==> src/rtl/audio_pkg.sv <==
// Shared widths, sample limits and frame packing for the audio frame packer.
package audio_pkg;

  localparam int unsigned SAMPLE_W   = 24;
  localparam int unsigned FRAME_W    = 2 * SAMPLE_W;
  localparam int unsigned GAIN_W     = 8;
  localparam int unsigned GAIN_FRAC  = 7;
  localparam int unsigned GAIN_UNITY = 128;
  localparam int unsigned CNT_W      = 16;
  localparam int unsigned PROD_W     = SAMPLE_W + GAIN_W + 1;

  localparam logic [SAMPLE_W-1:0] SAMPLE_MAX = {1'b0, {(SAMPLE_W-1){1'b1}}};
  localparam logic [SAMPLE_W-1:0] SAMPLE_MIN = {1'b1, {(SAMPLE_W-1){1'b0}}};

  // Left channel occupies the upper half of the FIFO word.
  localparam int unsigned FRAME_LEFT_LSB  = SAMPLE_W;
  localparam int unsigned FRAME_RIGHT_LSB = 0;

  typedef logic [SAMPLE_W-1:0] sample_t;
  typedef logic [GAIN_W-1:0]   gain_t;

  typedef struct packed {
    sample_t left;
    sample_t right;
  } frame_t;

  function automatic frame_t pack_frame(input sample_t left, input sample_t right);
    logic [FRAME_W-1:0] word;
    word = '0;
    word[FRAME_LEFT_LSB  +: SAMPLE_W] = left;
    word[FRAME_RIGHT_LSB +: SAMPLE_W] = right;
    return frame_t'(word);
  endfunction

endpackage

==> src/rtl/audio_frame_packer_if.sv <==
// Sample input handshake, FIFO write port and saturation diagnostics.
interface audio_frame_packer_if;
  import audio_pkg::*;

  logic                s_valid;
  logic                s_ready;
  sample_t             s_left;
  sample_t             s_right;
  gain_t               gain_left;
  gain_t               gain_right;
  logic                mute;
  frame_t              frame_out;
  logic                write_frame;
  logic                full;
  logic [CNT_W-1:0]    sat_count;
  logic                sat_clear;

  modport master (
    output s_valid, s_left, s_right, gain_left, gain_right, mute, full, sat_clear,
    input  s_ready, frame_out, write_frame, sat_count
  );

  modport slave (
    input  s_valid, s_left, s_right, gain_left, gain_right, mute, full, sat_clear,
    output s_ready, frame_out, write_frame, sat_count
  );

endinterface

==> src/rtl/audio_gain_sat.sv <==
// One channel: S1 gain multiply register, S2 round-half-up / saturate register.
module audio_gain_sat
  import audio_pkg::*;
(
  input  logic    clk,
  input  logic    reset,
  input  logic    s1_load,
  input  logic    s2_load,
  input  sample_t sample,
  input  gain_t   gain,
  input  logic    mute,
  output sample_t result,
  output logic    sat_c
);

  localparam logic signed [PROD_W-1:0] ROUND_BIAS = PROD_W'(2 ** (GAIN_FRAC - 1));
  localparam logic signed [PROD_W-1:0] R_MAX      = PROD_W'(SAMPLE_MAX);
  localparam logic signed [PROD_W-1:0] R_MIN      = {{(PROD_W-SAMPLE_W){1'b1}}, SAMPLE_MIN};

  logic signed [PROD_W-1:0] sample_ext;
  logic signed [PROD_W-1:0] gain_ext;
  logic signed [PROD_W-1:0] prod_c;
  logic signed [PROD_W-1:0] s1_prod;
  logic signed [PROD_W-1:0] rnd_sum;
  logic signed [PROD_W-1:0] rnd_val;
  logic                     sat_hi;
  logic                     sat_lo;
  sample_t                  sat_val_c;

  // Gain is unsigned, so it is zero-extended before the signed multiply.
  always_comb begin
    sample_ext = PROD_W'($signed(sample));
    gain_ext   = $signed(PROD_W'(gain));
    prod_c     = mute ? '0 : sample_ext * gain_ext;
  end

  always_ff @(posedge clk) begin
    if (reset) begin
      s1_prod <= '0;
    end else if (s1_load) begin
      s1_prod <= prod_c;
    end
  end

  // Arithmetic shift after the half-LSB bias rounds ties toward +inf.
  always_comb begin
    rnd_sum = s1_prod + ROUND_BIAS;
    rnd_val = rnd_sum >>> GAIN_FRAC;
    sat_hi  = rnd_val > R_MAX;
    sat_lo  = rnd_val < R_MIN;
    sat_c   = sat_hi || sat_lo;
    if (sat_hi) begin
      sat_val_c = SAMPLE_MAX;
    end else if (sat_lo) begin
      sat_val_c = SAMPLE_MIN;
    end else begin
      sat_val_c = rnd_val[SAMPLE_W-1:0];
    end
  end

  always_ff @(posedge clk) begin
    if (reset) begin
      result <= '0;
    end else if (s2_load) begin
      result <= sat_val_c;
    end
  end

endmodule

==> src/rtl/audio_frame_packer.sv <==
// Gain/saturate stereo pairs in a two-stage pipeline and feed the I2S FIFO write port.
module audio_frame_packer
  import audio_pkg::*;
(
  input  logic                 clk_soc,
  input  logic                 reset,
  audio_frame_packer_if.slave  bus
);

  logic             adv;
  logic             accept;
  logic             s1_valid;
  logic             s2_valid;
  logic             s2_load;
  logic             sat_left_c;
  logic             sat_right_c;
  logic             frame_sat_c;
  sample_t          left_res;
  sample_t          right_res;
  logic [CNT_W-1:0] sat_cnt;

  // A single advance enable stalls both stages together while S2 waits on the FIFO.
  always_comb begin
    adv         = !s2_valid || !bus.full;
    accept      = bus.s_valid && adv;
    s2_load     = adv && s1_valid;
    frame_sat_c = s2_load && (sat_left_c || sat_right_c);
  end

  assign bus.s_ready     = adv;
  assign bus.write_frame = s2_valid && !bus.full;
  assign bus.frame_out   = pack_frame(left_res, right_res);
  assign bus.sat_count   = sat_cnt;

  always_ff @(posedge clk_soc) begin
    if (reset) begin
      s1_valid <= 1'b0;
      s2_valid <= 1'b0;
    end else if (adv) begin
      s1_valid <= accept;
      s2_valid <= s1_valid;
    end
  end

  // Clear has priority; the count sticks at all-ones.
  always_ff @(posedge clk_soc) begin
    if (reset) begin
      sat_cnt <= '0;
    end else if (bus.sat_clear) begin
      sat_cnt <= '0;
    end else if (frame_sat_c && (sat_cnt != '1)) begin
      sat_cnt <= sat_cnt + CNT_W'(1);
    end
  end

  audio_gain_sat u_left (
    .clk     (clk_soc),
    .reset   (reset),
    .s1_load (accept),
    .s2_load (s2_load),
    .sample  (bus.s_left),
    .gain    (bus.gain_left),
    .mute    (bus.mute),
    .result  (left_res),
    .sat_c   (sat_left_c)
  );

  audio_gain_sat u_right (
    .clk     (clk_soc),
    .reset   (reset),
    .s1_load (accept),
    .s2_load (s2_load),
    .sample  (bus.s_right),
    .gain    (bus.gain_right),
    .mute    (bus.mute),
    .result  (right_res),
    .sat_c   (sat_right_c)
  );

endmodule

==> src/flat_wrapper.sv <==
// flat-port wrapper written by rule: the top's interface ports become plain ports
module audio_frame_packer_flat import audio_pkg::*;
  (clk_soc, reset, bus_s_valid, bus_s_left, bus_s_right, bus_gain_left, bus_gain_right, bus_mute, bus_full, bus_sat_clear, bus_s_ready, bus_frame_out, bus_write_frame, bus_sat_count);
  audio_frame_packer_if bus_i ();
  input  logic clk_soc;
  input  logic reset;
  input wire logic [$bits(bus_i.s_valid)-1:0] bus_s_valid;
  input wire logic [$bits(bus_i.s_left)-1:0] bus_s_left;
  input wire logic [$bits(bus_i.s_right)-1:0] bus_s_right;
  input wire logic [$bits(bus_i.gain_left)-1:0] bus_gain_left;
  input wire logic [$bits(bus_i.gain_right)-1:0] bus_gain_right;
  input wire logic [$bits(bus_i.mute)-1:0] bus_mute;
  input wire logic [$bits(bus_i.full)-1:0] bus_full;
  input wire logic [$bits(bus_i.sat_clear)-1:0] bus_sat_clear;
  output wire logic [$bits(bus_i.s_ready)-1:0] bus_s_ready;
  output wire logic [$bits(bus_i.frame_out)-1:0] bus_frame_out;
  output wire logic [$bits(bus_i.write_frame)-1:0] bus_write_frame;
  output wire logic [$bits(bus_i.sat_count)-1:0] bus_sat_count;
  assign bus_i.s_valid = bus_s_valid;
  assign bus_i.s_left = bus_s_left;
  assign bus_i.s_right = bus_s_right;
  assign bus_i.gain_left = bus_gain_left;
  assign bus_i.gain_right = bus_gain_right;
  assign bus_i.mute = bus_mute;
  assign bus_i.full = bus_full;
  assign bus_i.sat_clear = bus_sat_clear;
  assign bus_s_ready = bus_i.s_ready;
  assign bus_frame_out = bus_i.frame_out;
  assign bus_write_frame = bus_i.write_frame;
  assign bus_sat_count = bus_i.sat_count;
  audio_frame_packer u_core (.clk_soc(clk_soc), .reset(reset), .bus(bus_i));
endmodule
==> config.mk <==
export PLATFORM = sky130hd
export DESIGN_NAME = audio_frame_packer_flat
export DESIGN_NICKNAME = d
export VERILOG_FILES = /design/src/rtl/audio_pkg.sv /design/src/rtl/audio_frame_packer_if.sv /design/src/rtl/audio_gain_sat.sv /design/src/rtl/audio_frame_packer.sv /design/src/flat_wrapper.sv
export SDC_FILE = /design/constraint.sdc
export NUM_CORES = 1
export LEC_CHECK = 0
export ABC_AREA = 0
export CAP_MARGIN = 10
export CORE_MARGIN = 2
export CORE_UTILIZATION = 60
export CTS_CLUSTER_DIAMETER = 60
export CTS_CLUSTER_SIZE = 24
export DETAILED_ROUTE_END_ITERATION = 16
export PLACE_DENSITY = 0.81
export SYNTH_ARGS = -nofsm -noshare
export SYNTH_HDL_FRONTEND = slang
export SYNTH_SLANG_ARGS = --single-unit
==> constraint.sdc <==
create_clock -name clk_soc -period 8.2 [get_ports clk_soc]
set_input_delay 2.46 -clock clk_soc [delete_from_list [all_inputs] [get_ports clk_soc]]
set_output_delay 2.46 -clock clk_soc [all_outputs]
set_load 0.005 [all_outputs]
==> results.tsv <==
metric	value	unit
hp-start	u_core.u_right.s1_prod[16]	
grt_max_degree	51	
nNetsFinal	2807	
hpwl	34680	um
postCtsResizedCells	0	
cts-root-buf	clkbuf_16	
fp.dieH	179.1	um
numCtsBuffers	17	
endpoint_kind	register	
yosys.area.top_type	fa_1	
relSlewSlack	24.94	%
dr.first_iter.drc_count	838	
synth_area_leaders	fa_1 (32%), dfxtp_1 (13%), inv_1 (8.8%)	
io_pins	136	
hold_buffers	0	
post_cts_buffers	0	
worst_slew_pin_slew	1.126	ns
antenna_found_initial	0	
power_leakage	9.919	nW
setup_viol	0	
htreeDepth	4	
ys_top_cells_by_count	inv_1 (431), fa_1 (298), nand2_1 (295), and2_1 (195), nor2_1 (130)	
fin_crit_sh	93.71	%
hold_end	u_core.u_right.s1_prod[16]	
vias	15090	
fin_crit	7.684	ns
ir_drop	183.6	uV
finalSetupTns	0	ns
drive_above_1_share	3.530	%
async_reset_ff_share	0	%
startpoint	bus_gain_left[2]	
rr_startpoint	u_core.u_right.s1_prod[6]	
finalHoldViolations	0	
clk_path_buf_depth	2	
avgRoutedWirePerCell	15.52	um
yosysSeqAreaShare	13.05	%
final_cells	2719	
drc	0	
power_density	278.6	nW/um2
syn_avg_cell_area	8.346	um2
setup_ws	0.5158	ns
synth-main-ff-cell	dfxtp_1	
drt_first_pass_iters	5	
grt_pass1_wl	72240	um
placed_cell_area	20180	um2
yosys.cell_types.count	72	
vias_per_cell	5.548	
fin_area	20750	um2
global_route.usage.total	27.70	%
required	8.52	ns
dieWidth	179.1	um
place_inst	2689	
critPathMaxFanout	11	
worstSetupPathType	in -> reg	
clkLatencyLatePin	0.42	ns
synth_edf_count	0	
yosysMostFrequentCell	inv_1	
fmax	130.1	MHz
slew_violations	0	
cts_sinks	120	
yosysTopAreaCellShare	32.42	%
syn_to_final_growth	12.74	%
syn_area	18400	um2
cap_viol_max_count	0	
start_util	60.48	%
worstPathArrival	8.00	ns
die_area	32090	um2
synthesis.nets	2700	
grt_pass1_vias	15420	
synthCells	2205	
cts_tree	yes	
r2r_end	u_core.u_right.result[22]	
reg2regPathDepth	9	
post-place-ws	0.1150	ns
finClkSkew	0.005628	ns
rows	64	
holdWs	0.4541	ns
start_kind	input pin	
diodes	0	
status	finished clean	
antenna_left	0	
gp_congestion	0.9150	
holdPathStages	2	
yosys_warnings	0	
holdCritPathClass	reg -> reg	
r2r_setup_slack	5.11	ns
coreArea	30430	um2
clk_pin_slew_worst_paths	0.06	ns
synth-seq-cells	120	
io_buffers	135	
rsz0062_at_grt	no	
totalWireLength	42200	um
grt_overflow	0	
how the worst max path moves through the flow:
stage                           endpoint  slack (ns)  cells past startpoint
2_1_floorplan  u_core.u_left.s1_prod[30]        0.93                     18
3_3_place_gp   u_core.u_left.s1_prod[30]        0.32                     19
3_5_place_dp   u_core.u_left.s1_prod[26]        0.11                     20
4_1_cts        u_core.u_left.s1_prod[26]        0.54                     20
5_1_grt        u_core.u_left.s1_prod[26]        0.09                     20
6_report       u_core.u_left.s1_prod[26]        0.52                     20
worst max-delay path, cell delays in order:
cell and delay (ns):
clkdlybuf4s50_1 0.73, buf_4 0.26, nand2_1 0.09, fa_1 0.55
inv_1 0.05, fa_1 0.47, fa_1 0.49, inv_1 0.05
fa_1 0.53, inv_1 0.04, ha_1 0.35, a211oi_1 0.26
nor2_1 0.09, o31ai_1 0.25, buf_4 0.19, a21oi_1 0.08
o21ai_0 0.29, a21boi_0 0.19, or3_1 0.33, a32o_1 0.24
cells in the final DEF, fill, tap and decap left out, drive strengths merged, types with 16 or more instances in the layout:
cell / n
o21ai: 61
clkbuf: 18
and3: 16
fa: 298
nand4: 30
and2: 196
a211oi: 33
a21oi: 64
inv: 432
or3: 23
a22oi: 17
nand2: 295
clkdlybuf4s50: 134
xnor2: 59
dfxtp: 120
nor2: 130
o22ai: 22
ha: 127
nand3: 32
buf: 32
xor2: 37
metrics by stage:
stage,power [W],utilization (%)
finish,0.005780,68.18
floorplan,0.004052,-
detailed placement,0.005014,66.32
global placement,0.004866,66.32
CTS,0.005769,68.18
global route,0.006405,68.18
cell type report:
class	count	area, um2
clock inverters	12	128.9
clock buffers	18	439.2
flip-flops and latches	120	2402
fillers	2409	9682
inverters	431	1618
repair buffers	166	1592
well taps	396	495.5
multi-input cells	1576	14070
registers in the layout, summed over array words and instances, names as in the netlist:
register                flops
u_core.s2_valid             1
u_core.u_right.result      24
u_core.s1_valid             1
u_core.u_left.result       24
u_core.u_left.s1_prod      27
u_core.bus.sat_count       16
u_core.u_right.s1_prod     27
layer usage:
layer	up-vias	part of all wire [%]	track usage (%)
li1	7122	-	-
met3	89	6.1	4.029
met1	7373	45	38.38
met5	-	0	0
met4	0	2.5	8.669
met2	502	47	45.08
cell families after synthesis:
kind of cell,share of synthesized area (%)
flops,13.05
fa+ha+maj,41.05
compound gates,9.763
xor+xnor,4.569
mux,0.2244
simple gates,20.81
buf+inv,10.52
report_power, final:
group / switching [W] / total (W) / internal [W]
sequential: 0.000190 / 0.000918 / 0.000727
combinational: 0.00236 / 0.00415 / 0.00178
clock: 0.000266 / 0.000716 / 0.000450
total: 0.00282 / 0.00578 / 0.00296
No activity file was read; power rests on OpenSTA's default activity.
